[src/rtl/uart_tx_feeder.sv]
// Byte FIFO plus pacer in front of UART_tx: buffers core bytes and issues them as
// single-cycle tx_data_valid strobes spaced exactly BYTE_CYCLES clocks apart.
module uart_tx_feeder #(
  parameter int ADDR_W      = 4,
  parameter int BYTE_CYCLES = 4774
) (
  input  logic              clk,
  input  logic              reset_n,
  input  logic              wr_en,
  input  logic [7:0]        wr_data,
  output logic              full,
  output logic              empty,
  output logic [ADDR_W:0]   level,
  output logic              wr_drop,
  output logic              busy,
  output logic              tx_data_valid,
  output logic [7:0]        tx_data
);

  localparam int DEPTH = 1 << ADDR_W;
  localparam int CNT_W = (BYTE_CYCLES > 2) ? $clog2(BYTE_CYCLES) : 1;
  localparam logic [ADDR_W:0]  FULL_LVL = (ADDR_W+1)'(DEPTH);
  localparam logic [CNT_W-1:0] CNT_LOAD = CNT_W'(BYTE_CYCLES - 2);

  typedef enum logic [1:0] {S_IDLE, S_ISSUE, S_WAIT} state_t;

  logic [7:0]        mem [DEPTH];
  logic [ADDR_W-1:0] wr_ptr, rd_ptr;
  logic [CNT_W-1:0]  cnt;
  state_t            state;
  logic              push, pop;

  assign full  = (level == FULL_LVL);
  assign empty = (level == '0);
  assign busy  = (state != S_IDLE) || !empty;
  // Full check ignores a same-cycle pop: a write at full is always rejected.
  assign push  = wr_en && !full;
  assign pop   = (state == S_ISSUE);

  always_ff @(posedge clk) begin
    if (push) mem[wr_ptr] <= wr_data;
  end

  always_ff @(posedge clk or negedge reset_n) begin
    if (!reset_n) begin
      wr_ptr  <= '0;
      rd_ptr  <= '0;
      level   <= '0;
      wr_drop <= 1'b0;
    end else begin
      wr_drop <= wr_en && full;
      if (push) wr_ptr <= wr_ptr + 1'b1;
      if (pop)  rd_ptr <= rd_ptr + 1'b1;
      case ({push, pop})
        2'b10:   level <= level + 1'b1;
        2'b01:   level <= level - 1'b1;
        default: level <= level;
      endcase
    end
  end

  // Strobe and data register on the S_ISSUE edge, giving 2-clock write-to-pulse latency
  // and BYTE_CYCLES spacing (1 issue + BYTE_CYCLES-2 countdown + 1 zero-detect).
  always_ff @(posedge clk or negedge reset_n) begin
    if (!reset_n) begin
      state         <= S_IDLE;
      cnt           <= '0;
      tx_data_valid <= 1'b0;
      tx_data       <= 8'h00;
    end else begin
      tx_data_valid <= 1'b0;
      case (state)
        S_IDLE: begin
          if (!empty) state <= S_ISSUE;
        end
        S_ISSUE: begin
          tx_data_valid <= 1'b1;
          tx_data       <= mem[rd_ptr];
          cnt           <= CNT_LOAD;
          state         <= S_WAIT;
        end
        S_WAIT: begin
          if (cnt == '0) state <= empty ? S_IDLE : S_ISSUE;
          else           cnt   <= cnt - 1'b1;
        end
        default: state <= S_IDLE;
      endcase
    end
  end

endmodule

[config.mk]
export PLATFORM = sky130hd
export DESIGN_NAME = uart_tx_feeder
export DESIGN_NICKNAME = d
export VERILOG_FILES = /design/src/rtl/uart_tx_feeder.sv
export SDC_FILE = /design/constraint.sdc
export NUM_CORES = 1
export LEC_CHECK = 0
export ABC_AREA = 1
export ABC_CLOCK_PERIOD_IN_PS = 2700
export BUFFER_PORTS_ARGS = -buffer_cell sky130_fd_sc_hd__buf_2
export CAP_MARGIN = 15
export CORE_MARGIN = 2
export CORE_UTILIZATION = 28
export CTS_BUF_LIST = sky130_fd_sc_hd__clkbuf_16
export DETAILED_ROUTE_END_ITERATION = 8
export SKIP_LAST_GASP = 1
export SYNTH_ARGS = -nofsm -noshare
export SYNTH_HDL_FRONTEND = slang
export SYNTH_SLANG_ARGS = --single-unit
[constraint.sdc]
create_clock -name clk -period 2.7 [get_ports clk]
set_clock_uncertainty 0.2 [all_clocks]
set_input_delay 0.405 -clock clk [delete_from_list [all_inputs] [get_ports clk]]
set_output_delay 0.405 -clock clk [all_outputs]
set_load 0.005 [all_outputs]
# == After elaboration in Yosys (flattened, before gate mapping) ==
# Memory sizes are Yosys's and may differ from the RTL's. A register that Yosys moved wholly into a read port is not among the register bits.
# Index checks and enable logic that the tools add are counted.
# totals
ff_bits,30
latch_bits,0
ramBits,128
romBits,0
inputBits,11
word_cells,45
memories,1
# op_classes
add_sub_neg,5
n_mul,0
div_mod_pow,0
n_lt_le_gt_ge,0
n_eq_ne,8
shifts,0
n_mux,10
bitwise,0
n_reduce_logical,14
# memory_table
name,depth,word_bits,read_ports,rd_ports_with_merged_regs,wr,line,source
mem,16,8,1,1,1,27,logic [7:0] mem [DEPTH];
# ops
cell,count
one-hot mux 13 bit (2 select lines),1
logical NOT 13 bit,1
2-to-1 mux 13 bit,1
subtractor 13 x 1 -> 13 bit (second input constant),1
one-hot mux 5 bit (2 select lines),1
adder 4 x 1 -> 4 bit (second input constant),2
!= test 2 bit (second input constant),3
one-hot mux 2 bit (3 select lines),1
nonzero test 2 bit,3
adder 5 x 1 -> 5 bit (second input constant),1
== test 5 bit (second input constant),1
logical NOT 5 bit,1
subtractor 5 x 1 -> 5 bit (second input constant),1
== test 2 x 1 -> 1 bit (second input constant),2
== test 2 bit (second input constant),2
2-to-1 mux 1 bit,4
2-to-1 mux 2 bit,2
AND reduction 2 bit,2
logical NOT 1 bit,3
logical AND 1 bit,2
logical NOT 2 bit,1
logical OR 1 bit,1

# == Depth between registers and ports, before layout ==
# logic_depth
word_depth,5
depth_mapped,14

# == Worst setup path after synthesis ==
# Ideal clock, no wire load.
# synth_path
kind,flip-flop to flip-flop
startpoint,reg level[1]
endpoint,reg level[4]
arrival_time_ns,2.141
required_ns,2.435
setup_slack_ns,0.294
path_stages_with_launch,15
n_path_buf,1
synth_period_minus_slack_ns,2.406
cell_sequence,dfrtp_1 > nor2_1 > nand3_1 > nand2_1 > buf_2 > ha_1 > xor2_1 > ha_1 > inv_1 > nand2_1 > nand3_1 > nand2_1 > xor2_1 > nand2_1 > nand2_1
# synth_via
elab_chain_cells,5
# synth_lines
item,line,source
from (decl),13,"output logic [ADDR_W:0] level,"
from (signal assigned),55,2'b10: level <= level + 1'b1;
from (signal assigned),56,2'b01: level <= level - 1'b1;
from (signal assigned),57,default: level <= level;
== test 5 bit,33,assign full = (level == FULL_LVL);
logical NOT 1 bit,37,assign push = wr_en && !full;
logical AND 1 bit,37,
== test 2 x 1 -> 1 bit or == test 2 bit (tied branches),54,"case ({push, pop})"
one-hot mux 5 bit (2 select lines) or nonzero test 2 bit (tied branches),--,
# Parallel ways exist; a longest one is shown, timed or not.
# A chain may end at the register's enable or synchronous reset.

# == Worst setup path after layout ==
# layout_path
startpoint,reg level[2]
endpoint,reg level[4]
# The elaborated chain is that of the path after synthesis.

==> out/results.tsv <==
stage	metric	value	unit
synthesis	synth_cell_types	31	
finish	area_delta_synth_final	15.7	%
grt	grt_max_degree	57	
place	place.gp.congestion	0.904	
synthesis	synth_nets	822	
place	dp.cells	1164	
worst_hold_path	hp-class	input port to flop	
timing	period_share	0.864	
timing	max_freq	429	MHz
worst_setup_path	path_cells	nor2_1 > nand3_1 > nand2_1 > ha_1 > xor2_1 > ha_1 > inv_1 > nand2_1 > nand3_1 > nand2_1 > xor2_1 > nand2_1 > nand2_1	
worst_setup_path	worst_ep_arrival_time	2.49	ns
die	die_h	169	um
place	port_buffers	28	
power	irDropWorstVdd	0.429	mV
timing	drv_slew	0	
synthesis	netlist_instances	800	
power	cellPowerDensity	697	nW/um2
finish	final_util	0.330	
clock_tree	cts.clk_slew.worst_paths	0.06	ns
synthesis	synth_area_leaders	edfxtp_1 (50%), nand2_1 (13%), dfrtp_1 (12%)	
job	maxCapViolations	0	
detailed_routing	drt_iter0_drc	372	
clock_tree	post_cts_resized	0	
synthesis	avgSynthCellArea	9.56	um2
grt	grt_pass1_vias	5110	
timing	rsz0062_at_grt	false	
synthesis	ys_ff_latch	166	
detailed_routing	postRouteAntennaNets	0	
detailed_routing	dr.pass1.iters	5	
grt	track_usage	0.124	
clock_tree	root_buffer	clkbuf_16	
worst_setup_path	worstPathRequired	2.86	ns
power	total_power	6170	uW
finish	layout-drive-gt1-share	0.116	
worst_setup_path	crit_top_cell	nand2_1	
worst_setup_path	cpPeakStageDelay	0.42	ns
die	die-area	28700	um2
die	row_count	60	
synthesis	seq_area_frac_synth	0.627	
finish	layoutNonFillerInstCount	1198	
clock_tree	cts_buffers	17	
worst_setup_path	startpoint_type	flop	
timing	relSlewSlack	0.536	
grt	antenna_found_initial	0	
run_status	status	completed	
worst_setup_path	worst_setup_path_end_kind	flop	
worst_setup_path	crit_fanout	5	
clock_tree	cts_tree	yes	
timing	setup-violations-final	0	
timing	tns	0	ns
synthesis	yosysWarnings	0	
timing	worst_slew_pin_slew	0.694	ns
worst_setup_path	slowest_stage	dfrtp_1	
clock_tree	clk_path_buf_depth	2	
die	start_util	0.285	
detailed_routing	vias	5178	
detailed_routing	routedWlPerCell	14.1	um
place	hpwlAfterDp	11300	um
synthesis	netlist_area	7650	um2
power	p_leak	0.00395	uW
clock_tree	clock_sinks	166	
worst_setup_path	critPathKind	flop to flop	
worst_setup_path	cp_top_family	simple AND/OR/NAND/NOR gates	
clock_tree	ctsHtreeMaxLevel	4	
timing	timing.hold.ws	0.211	ns
worst_setup_path	path_buf_inv	1	
detailed_routing	wl	16900	um
die	boundaryPins	29	
timing	hold_viol	0	
finish	final_nets	866	
synthesis	synth_top_area_frac	0.502	
detailed_routing	route.detailed.drc	0	
timing	min_period	2.33	ns
die	fp.coreArea	26900	um2
detailed_routing	drt-vias-per-instance	4.32	
grt	overflow	0	
clock_tree	clk_latency	0.42	ns
die	die_w	169	um
finish	diodes	0	
grt	grt_pass1_wl	27200	um
synthesis	yosysTopAreaCell	edfxtp_1	
==> registers in the layout, summed over array words and instances, names as in the netlist <==
name,cells
state,2
cnt,13
tx_data_valid,1
wr_ptr,4
wr_drop,1
mem,128
level,5
tx_data,8
rd_ptr,4
==> per-stage QoR <==
step / area (um2) / setup slack, ns
after floorplan: 7650 / 0.294
after global placement: 8270 / 0.435
after detailed placement: 8270 / 0.387
after CTS: 8860 / 0.365
after global routing: 8860 / 0.156
final: 8860 / 0.367
==> power breakdown <==
group	internal, uW	switching [uW]	total (uW)
Clock	1350	961	2310
Combinational	241	498	739
Sequential	3020	110	3130
Total	4610	1570	6170
==> synth_stat cells <==
cell        n
or2_1       8
nand2_2     2
clkbuf_1    8
o21ai_2     2
xnor2_1     1
nand2_8     1
buf_2      19
dfrtp_1    38
clkinv_4    1
inv_2       7
nor2_4      2
nand4_1     4
nand2_1   264
ha_1       11
clkinv_1    2
a21boi_2    1
nand2_4     1
a21oi_1     2
buf_4       1
inv_1     132
nand3_1   102
edfxtp_1  128
a21boi_0    1
nor2_1     16
xor2_1     13
o21ai_1     2
nor2_2      4
nor3_1     15
o21bai_1    2
o21ai_0     9
o22ai_1     1
==> worst register-to-register path, stage by stage (launching register included) <==
cell	delay, ns
dfrtp_1	0.42
nor2_1	0.17
nand3_1	0.13
nand2_1	0.12
ha_1	0.28
xor2_1	0.22
ha_1	0.18
inv_1	0.04
nand2_1	0.10
nand3_1	0.09
nand2_1	0.08
xor2_1	0.14
nand2_1	0.06
nand2_1	0.05
==> cell families (layout without fill, tap and decap cells) <==
logic type	Yosys count	in the layout	synth area share
simple gates	419	419	0.236
buf+inv	170	227	0.0877
flops	166	166	0.627
compound gates	20	20	0.0160
xor+xnor	14	14	0.0160
fa+ha+maj	11	11	0.0180
==> layout by cell type (no fill, tap or decap), types with 2 or more instances in the layout <==
cell,n
o21ai_1,2
dlygate4sd3_1,2
nand2_1,264
xor2_1,13
buf_4,22
clkinv_4,3
clkinvlp_4,3
edfxtp_1,128
o21ai_0,9
o21ai_2,2
ha_1,11
inv_2,7
nor2_2,4
nand4_1,4
nor2_1,16
or2_1,8
dfrtp_1,37
nand3_1,102
nor2_4,2
nor3_1,15
nand2_2,2
o21bai_1,2
inv_1,133
clkbuf_16,17
a21oi_1,2
clkinv_1,7
buf_2,28
bufinv_16,2
==> final cells by class <==
type	count	area (um2)
clock buffers	17	425
clock inverters	15	139
fillers	2740	18000
inverters	142	538
multi-input cells	464	2190
flip-flops and latches	166	4800
well taps	341	427
repair buffers	53	345
==> metal layers <==
layer | wire (um) | vias up | share of wire | track usage
met5 | 0 | - | 0 | 0
met4 | 226 | 0 | 0.013 | 0.0383
met3 | 656 | 14 | 0.039 | 0.0257
met2 | 8210 | 103 | 0.49 | 0.208
met1 | 7830 | 2433 | 0.46 | 0.160
li1 | - | 2628 | - | -
==> what timing repair did <==
action	in CTS	in global routing
hold buffers	2	0
endpoints found under the hold margin	18	0
setup buffers	0	0
==> path summary, 6_finish.rpt <==
| check | cells after the start | startpoint | slack, ns | to |
|---|---|---|---|---|
| max | 13 | level[2] | 0.37 | level[4] |
| min | 1 | wr_data[6] | 0.21 | mem[8][6] |
| max reg2reg | 13 | level[2] | 0.37 | level[4] |
| min reg2reg | 2 | tx_data[4] | 0.29 | tx_data[4] |
| max in group asynchronous | 3 | reset_n | 1.51 | wr_ptr[2] |
| min in group asynchronous | 2 | reset_n | 0.26 | cnt[9] |
(Power assumes the default switching activity.)
